`src/rtl/uart_pkg.sv`:
```
// rtl/uart_pkg.sv - shared state type and constants for the UART transmit arbiter
package uart_pkg;

   localparam int         UART_DATA_W     = 8;
   localparam logic [3:0] UART_TAG_PREFIX = 4'hA;

   typedef enum logic [1:0] {
      IDLE   = 2'd0,
      ISSUE  = 2'd1,
      ACCEPT = 2'd2,
      DRAIN  = 2'd3
   } uart_arb_state_e;

   // Source tag byte sent ahead of the data byte when tagging is enabled.
   function automatic logic [UART_DATA_W-1:0] uart_src_tag(input logic [3:0] id);
      return {UART_TAG_PREFIX, id};
   endfunction

endpackage

```
`src/rtl/rr_pick.sv`:
```
// rtl/rr_pick.sv - combinational round-robin picker, searches from rr_ptr+1 upward modulo NUM_REQ
module rr_pick #(
   parameter int NUM_REQ = 4,
   parameter int ID_W    = $clog2(NUM_REQ)
) (
   input  logic [NUM_REQ-1:0] req,
   input  logic [ID_W-1:0]    rr_ptr,
   output logic [ID_W-1:0]    winner,
   output logic               valid
);

   always_comb begin
      int idx;
      idx    = 0;
      winner = '0;
      valid  = 1'b0;
      for (int i = 1; i <= NUM_REQ; i++) begin
         idx = int'(rr_ptr) + i;
         if (idx >= NUM_REQ) idx = idx - NUM_REQ;
         if (!valid && req[idx[ID_W-1:0]]) begin
            valid  = 1'b1;
            winner = idx[ID_W-1:0];
         end
      end
   end

endmodule

```
`src/rtl/uart_tx_arbiter.sv`:
```
// rtl/uart_tx_arbiter.sv - round-robin sharing of one UART transmitter; UART_SRC_TAG_EN prefixes each byte with a source tag
module uart_tx_arbiter
   import uart_pkg::*;
#(
   parameter  int NUM_REQ = 4,
   parameter  int DATA_W  = UART_DATA_W,
   localparam int ID_W    = $clog2(NUM_REQ)
) (
   input  logic                      clk,
   input  logic                      rst,
   input  logic [NUM_REQ-1:0]        req,
   input  logic [NUM_REQ*DATA_W-1:0] req_data,
   output logic [NUM_REQ-1:0]        ack,
   output logic                      tx_wr_en,
   output logic [DATA_W-1:0]         tx_data,
   input  logic                      tx_busy,
   output logic [ID_W-1:0]           grant_id,
   output logic                      active
);

   uart_arb_state_e    state_q;
   logic [ID_W-1:0]    rr_ptr_q;
   logic [ID_W-1:0]    grant_id_q;
   logic [NUM_REQ-1:0] ack_q;
   logic               tx_wr_en_q;
   logic [DATA_W-1:0]  tx_data_q;
`ifdef UART_SRC_TAG_EN
   logic               tag_phase_q;
   logic [DATA_W-1:0]  data_hold_q;
`endif

   logic [ID_W-1:0]    winner;
   logic               win_valid;
   logic [DATA_W-1:0]  win_byte;
   logic [NUM_REQ-1:0] grant_onehot;
   logic               accepted;

   rr_pick #(
      .NUM_REQ (NUM_REQ),
      .ID_W    (ID_W)
   ) u_rr_pick (
      .req    (req),
      .rr_ptr (rr_ptr_q),
      .winner (winner),
      .valid  (win_valid)
   );

   always_comb begin
      win_byte     = '0;
      grant_onehot = '0;
      for (int i = 0; i < NUM_REQ; i++) begin
         if (winner == ID_W'(i)) win_byte = req_data[i*DATA_W +: DATA_W];
         grant_onehot[i] = (grant_id_q == ID_W'(i));
      end
   end

   // Busy only counts as acceptance once our strobe has actually been presented.
   assign accepted = tx_wr_en_q && tx_busy;

   always_ff @(posedge clk or negedge rst) begin
      if (!rst) begin
         state_q     <= IDLE;
         rr_ptr_q    <= ID_W'(NUM_REQ - 1);
         grant_id_q  <= '0;
         ack_q       <= '0;
         tx_wr_en_q  <= 1'b0;
         tx_data_q   <= '0;
`ifdef UART_SRC_TAG_EN
         tag_phase_q <= 1'b0;
         data_hold_q <= '0;
`endif
      end else begin
         ack_q <= '0;
         case (state_q)
            IDLE: begin
               if (win_valid && !tx_busy) begin
                  grant_id_q <= winner;
                  rr_ptr_q   <= winner;
                  state_q    <= ISSUE;
`ifdef UART_SRC_TAG_EN
                  tx_data_q   <= uart_src_tag(4'(winner));
                  data_hold_q <= win_byte;
                  tag_phase_q <= 1'b1;
`else
                  tx_data_q   <= win_byte;
`endif
               end
            end
            ISSUE: begin
               if (accepted) begin
                  tx_wr_en_q <= 1'b0;
`ifdef UART_SRC_TAG_EN
                  if (tag_phase_q) begin
                     state_q <= ACCEPT;
                  end else begin
                     ack_q   <= grant_onehot;
                     state_q <= DRAIN;
                  end
`else
                  ack_q   <= grant_onehot;
                  state_q <= DRAIN;
`endif
               end else begin
                  tx_wr_en_q <= 1'b1;
               end
            end
`ifdef UART_SRC_TAG_EN
            ACCEPT: begin
               if (!tx_busy) begin
                  tx_data_q   <= data_hold_q;
                  tag_phase_q <= 1'b0;
                  state_q     <= ISSUE;
               end
            end
`endif
            DRAIN: begin
               if (!tx_busy) state_q <= IDLE;
            end
            default: state_q <= IDLE;
         endcase
      end
   end

   assign ack      = ack_q;
   assign tx_wr_en = tx_wr_en_q;
   assign tx_data  = tx_data_q;
   assign grant_id = grant_id_q;
   assign active   = (state_q != IDLE);

endmodule
```
`config.mk`:
```
export PLATFORM = sky130hd
export DESIGN_NAME = uart_tx_arbiter
export DESIGN_NICKNAME = d
export VERILOG_FILES = /design/src/rtl/uart_pkg.sv /design/src/rtl/rr_pick.sv /design/src/rtl/uart_tx_arbiter.sv
export SDC_FILE = /design/constraint.sdc
export NUM_CORES = 1
export LEC_CHECK = 0
export BUFFER_PORTS_ARGS = -buffer_cell sky130_fd_sc_hd__buf_2
export CORE_MARGIN = 3
export CORE_UTILIZATION = 40
export DETAILED_ROUTE_END_ITERATION = 10
export PLACE_DENSITY = 0.84
export SYNTH_ARGS = -nofsm -noshare
export SYNTH_HDL_FRONTEND = slang
export SYNTH_SLANG_ARGS = --single-unit
```
`constraint.sdc`:
```
create_clock -name clk -period 1.8 [get_ports clk]
set_input_delay 0.09 -clock clk [delete_from_list [all_inputs] [get_ports clk]]
set_output_delay 0.09 -clock clk [all_outputs]
set_load 0.02 [all_outputs]
```
After elaboration in Yosys (flattened, before gate mapping)

Cells that the tools add are included.

Bits in writable memories: 0
Memory bits (read-only): 0
Input port bits: 39
Output and inout port bits: 16
Memories: 0
Register bits: 19
Bits in latches: 0
Word-level logic and storage cells: 79

Eq/ne operators: 11
Multiply operators: 0
Bitwise logic cells: 0
Div/mod/pow operators: 0
$lt $le $gt $ge: 8
Reduce and logical (&&, ||, !) cells: 15
Multiplexer cells: 31
$add $sub $neg: 8
Shifts and indexed selects: 0

Operators with widths:

| cell                                                                                 | number |
|---|---|
| 8-bit 2-to-1 mux                                                                     | 4 |
| 2-bit 2-to-1 mux                                                                     | 11 |
| 2-bit by 3-bit less-than comparator with 1-bit output (second input constant)        | 4 |
| 2-bit == test (second input constant)                                                | 5 |
| 3-bit greater-or-equal comparator (second input constant)                            | 3 |
| 1-bit 2-to-1 mux                                                                     | 9 |
| 1-bit binary-select mux with 2-bit select                                            | 4 |
| 4-bit 2-to-1 mux                                                                     | 2 |
| 2-bit by 1-bit subtractor with 2-bit output (second input constant)                  | 4 |
| 2-bit by 2-bit adder with 3-bit output (second input constant)                       | 2 |
| 2-bit by 1-bit == test with 1-bit output (second input constant)                     | 3 |
| 2-bit zero test                                                                      | 3 |
| 2-bit != test (second input constant)                                                | 3 |
| 2-bit one-hot mux with 3 select lines                                                | 1 |
| 1-bit logical AND                                                                    | 5 |
| 2-bit by 3-bit adder with 4-bit output (second input constant)                       | 1 |
| 4-bit by 3-bit greater-or-equal comparator with 1-bit output (second input constant) | 1 |
| 1-bit zero test                                                                      | 4 |
| 2-bit by 1-bit adder with 3-bit output (second input constant)                       | 1 |
| 3-bit AND reduction                                                                  | 1 |
| 2-bit AND reduction                                                                  | 1 |
| 2-bit nonzero test                                                                   | 1 |

Longest topological paths before layout

Depth after elaboration: 20
Mapped depth: 6
Gate-level depth less buffers: 5

Modules after synthesis

Synthesis repeated with hierarchy kept, for this count alone.

Cells, all modules: 71
Area, all modules: 1023.5 µm²

Modules (own cells, without submodules):

| module          | cells each | times used | seq. area each (µm²) | area an instance (µm²) |
|---|---|---|---|---|
| uart_tx_arbiter | 57         | 1          | 478.0                | 932.1 |
| rr_pick         | 14         | 1          | 0.0                  | 91.3 |

Least setup slack after synthesis

Ideal clock, no wire load.

Kind: register to register
Start point: reg state_q[0]
End point: reg tx_data_q[0] (netlist: tx_data[0])
Path buffers: 0
Data arrival time: 1.714 ns
Library setup time: 0.155 ns
Stages on the path, launching flop included: 5
Required time: 1.645 ns
Slack: -0.070 ns
Clock period less this slack: 1.870 ns
Path through: dfrtp_1 > or2_4 > or3_4 > a2111oi_4 > a22oi_1

Word-level cells in the longest chain between the ends: 2

RTL lines:

| item                          | line                   | source |
|---|---|---|
| start, declared               | uart_tx_arbiter.sv:21  | `uart_arb_state_e state_q;` |
| start signal, assigned        | uart_tx_arbiter.sv:62  | `state_q <= IDLE;` |
| start signal, assigned        | uart_tx_arbiter.sv:79  | `state_q <= ISSUE;` |
| start signal, assigned        | uart_tx_arbiter.sv:101 | `state_q <= DRAIN;` |
| 2-bit zero test               | uart_tx_arbiter.sv:74  | `case (state_q)` |
| 2-bit AND reduction (no line) | --                     |  |
| end signal, assigned          | uart_tx_arbiter.sv:85  | `tx_data_q <= win_byte;` |
| end, declared                 | uart_tx_arbiter.sv:26  | `logic [DATA_W-1:0] tx_data_q;` |

Every way passes these cells.
A chain may end at the register's enable or synchronous reset.

Worst setup path after layout

Start point: reg rr_ptr_q[0]
End point: reg tx_data_q[2] (netlist: tx_data[2])

Word-level cells in the longest chain between the ends: 20
Elaborated cells between the ends (all ways): 48
Those cells by class: 8 x add/sub; 4 x order compare; 3 x eq/ne; 24 x mux; 9 x reduce/logical

RTL lines:

| item                                                                                             | line                  | source |
|---|---|---|
| start, declared                                                                                  | uart_tx_arbiter.sv:22 | `logic [ID_W-1:0] rr_ptr_q;` |
| start signal, assigned                                                                           | uart_tx_arbiter.sv:63 | `rr_ptr_q <= ID_W'(NUM_REQ - 1);` |
| start signal, assigned                                                                           | uart_tx_arbiter.sv:78 | `rr_ptr_q <= winner;` |
| 2-bit by 1-bit adder with 3-bit output                                                           | rr_pick.sv:18         | `idx = int'(rr_ptr) + i;` |
| 3-bit greater-or-equal comparator or 2-bit by 1-bit subtractor with 2-bit output (tied branches) | rr_pick.sv:19         | `if (idx >= NUM_REQ) idx = idx - NUM_REQ;` |
| 2-bit 2-to-1 mux                                                                                 | rr_pick.sv:19         |  |
| 1-bit binary-select mux with 2-bit select                                                        | rr_pick.sv:20         | `if (!valid && req[idx[ID_W-1:0]]) begin` |
| 1-bit 2-to-1 mux (not written as such)                                                           | rr_pick.sv:20         |  |
| 1-bit 2-to-1 mux                                                                                 | rr_pick.sv:20         |  |
| 1-bit zero test                                                                                  | rr_pick.sv:20         |  |
| 1-bit logical AND                                                                                | rr_pick.sv:20         |  |
| 1-bit 2-to-1 mux                                                                                 | rr_pick.sv:20         |  |
| 1-bit zero test                                                                                  | rr_pick.sv:20         |  |
| 1-bit logical AND                                                                                | rr_pick.sv:20         |  |
| 1-bit 2-to-1 mux                                                                                 | rr_pick.sv:20         |  |
| 1-bit zero test                                                                                  | rr_pick.sv:20         |  |
| 1-bit logical AND                                                                                | rr_pick.sv:20         |  |
| 2-bit 2-to-1 mux                                                                                 | rr_pick.sv:20         |  |
| 2-bit zero test                                                                                  | uart_tx_arbiter.sv:52 | `if (winner == ID_W'(i)) win_byte = req_data[i*DATA_W +: DATA_W];` |
| 8-bit 2-to-1 mux (4 in series)                                                                   | uart_tx_arbiter.sv:52 |  |

Several ways; a longest one is shown, not always the timed one. The select of a mux whose other input is x is not followed.

==> impl_metrics.yaml <==
timing:
  max_freq_mhz: 583
  final-max-slew-violation-count: 0
  hold_viol_final: 0
  hold_slack_ns: 0.104
  fin_crit_sh_pct: 95.4
  setup_violations: 0
  relSlewSlack_pct: 61.2
  min_period_ns: 1.72
  worst_pin_slew_ns: 0.580
  final.setup_skew_ns: 0.00484
placed_design:
  place.gp.congestion: 0.792
  port_buffers: 54
  dp_hpwl_mm: 2.44
  post-place-cells: 189
synthesis:
  synthFlopType: "dfrtp_1"
  syn_avg_cell_area_sq_um: 9.88
  yosysWarnings: 0
  ys_seq_elements: 19
  synth_top_cell_by_area: "dfrtp_1"
  synth_top_area_share_pct: 41.0
  synth.net_count: 144
  yosysSeqAreaShare_pct: 46.1
  synth-edff-count: 0
  syn_area_sq_um: 1040
  async_flop_share_pct: 100
  yosys-top-cells-area: "dfrtp_1 (41%), mux2i_1 (7.7%), o221ai_1 (6.8%)"
  syn-instance-count: 105
  yosys.cell_types.count: 30
critical_path:
  critical_path_arrival_ns: 1.89
  r2r_cells: 5
  rr_startpoint: "rr_ptr_q[0]"
  r2r_end: "tx_data[2]"
  startpoint_type: "flop"
  cp_max_fo: 6
  worstSetupPathType: "reg -> reg"
  cp.required_ns: 1.98
  endpoint_kind: "flop"
  ff2ff_setup_slack_ns: 0.08
min_path:
  min_path_type: "in -> reg"
  worstHoldStart: "tx_busy"
  holdPathEnd: "state_q[0]"
  worstHoldPathCells: 2
global_route:
  grt_max_degree: 20
  grt_use_total_pct: 20.4
  antenna_found_initial: 0
  grt_pass1_vias: 1105
  overflow: 0
  grt_pass1_wl_mm: 5.24
floorplan:
  dieArea_sq_um: 3240
  io_pins: 55
  die_y_um: 56.9
  die_x_um: 56.9
  fp-row-count: 17
  core_sq_um: 2340
  start_util_pct: 44.3
clock_network:
  clk_latency_ns: 0.29
  path_clk_slew_ns: 0.10
  cts.htree.levels: 1
  cts_tree: "built"
  numCtsBuffers: 3
  cts.sinks: 19
  cts_max_path_buffers: 2
  root_buffer: "clkbuf_4"
detailed_routing:
  firstDrtPassIters: 4
  ant_nets: 0
  wl_per_cell_um: 16.4
  route.detailed.drc: 0
  wirelength_mm: 3.25
  drt_iter0_markers: 57
  vias_per_cell: 5.71
  vias: 1131
run:
  drv_cap: 0
cells_and_area:
  finalCoreUtilization_pct: 61.6
  antennaDiodeCount: 0
  areaGrowthSynthToFinish_pct: 38.8
  final_layout_size_suffix_gt1_share_pct: 44.7
  layout_common_cells: "buf_2 (55), nand2_1 (18), dfrtp_1 (17)"
  final_common_cell: "buf_2"
  fin_nets: 210
  layout.cells.non_filler: 198
status:
  status: "complete, no violations"
power:
  irDropWorstVdd_mv: 0.893
  powerDensity_nw_per_um2: 1410
  p_leak_nw: 0.758
cells in the mapped netlist, types with 2 or more instances:
cell type  count
mux2i_1        8
o21ai_0        2
o221ai_1       8
a21oi_1        4
nor3b_1        2
inv_1          2
nor2_1        13
dfstp_2        2
nand2b_1       2
nand2_1       18
dfrtp_1       17
a22oi_1        9
per-layer routing:
metal	global-route usage [%]	part of all wire (%)	vias to the layer above
li1	-	-	515
met4	10.3	3.3	0
met3	3.45	5.4	12
met1	26.4	39	557
met5	0	0	-
met2	32.5	52	47
metrics by stage:
stage	instance area [sq um]	setup slack (ns)	total power [W]	TNS, ns
after detailed placement	1360	-0.00929	0.00173	-0.0134
after floorplan	1040	0.0571	0.00137	0
after CTS	1430	0.0439	0.00200	0
final	1440	0.0836	0.00203	0
after global placement	1360	0.108	0.00167	0
after global routing	1440	-0.00792	0.00216	-0.00792
flip-flops by register name (all words and copies together) (netlist names):
register,cells
state_q,2
ack,4
tx_data,8
rr_ptr_q,2
grant_id,2
tx_wr_en,1
cell type report:
type	instances	area, sq um
well taps	28	35.0
clock buffers	4	26.3
multi-input cells	80	533
fillers	202	900
repair buffers	65	360
flip-flops and latches	19	478
inverters	2	7.51
worst max-delay path, cell delays in order (launching register included):
cell	delay [ns]
dfstp_2	0.61
nor2b_1	0.09
a221oi_2	0.32
buf_4	0.23
mux2i_1	0.24
a22oi_1	0.12
power by group:
part,switching [W],internal (W),total (W)
registers,0.000147,0.000611,0.000758
logic,0.000616,0.000452,0.00107
clock network,0.000123,0.0000861,0.000209
total,0.000885,0.00115,0.00203
worst max-delay path by stage:
stage,startpoint,end,slack (ns),cells after the start
floorplan,state_q[0],tx_data[0],0.06,4
global placement,rr_ptr_q[1],tx_data[2],0.11,5
detailed placement,rr_ptr_q[1],tx_data[5],-0.009,5
CTS,rr_ptr_q[0],tx_data[6],0.04,5
global route,rr_ptr_q[0],tx_data[5],-0.008,5
finish,rr_ptr_q[0],tx_data[2],0.08,5
repair_timing:
action	CTS	global route
endpoints found under the hold margin	17	0
gates cloned	1	0
pin swaps	0	1
hold buffers	1	0
setup buffers	2	1
gates resized for setup	1	4
setup endpoints to repair	2	7
logic make-up (layout without fill, tap and decap cells):
family,after synthesis,count (layout),share of synthesized area [%]
simple gates,43,43,19.9
compound gates,29,29,23.2
flops,19,19,46.1
mux,8,8,7.72
buf+inv,6,71,3.14
No activity file was read; power rests on OpenSTA's default activity.
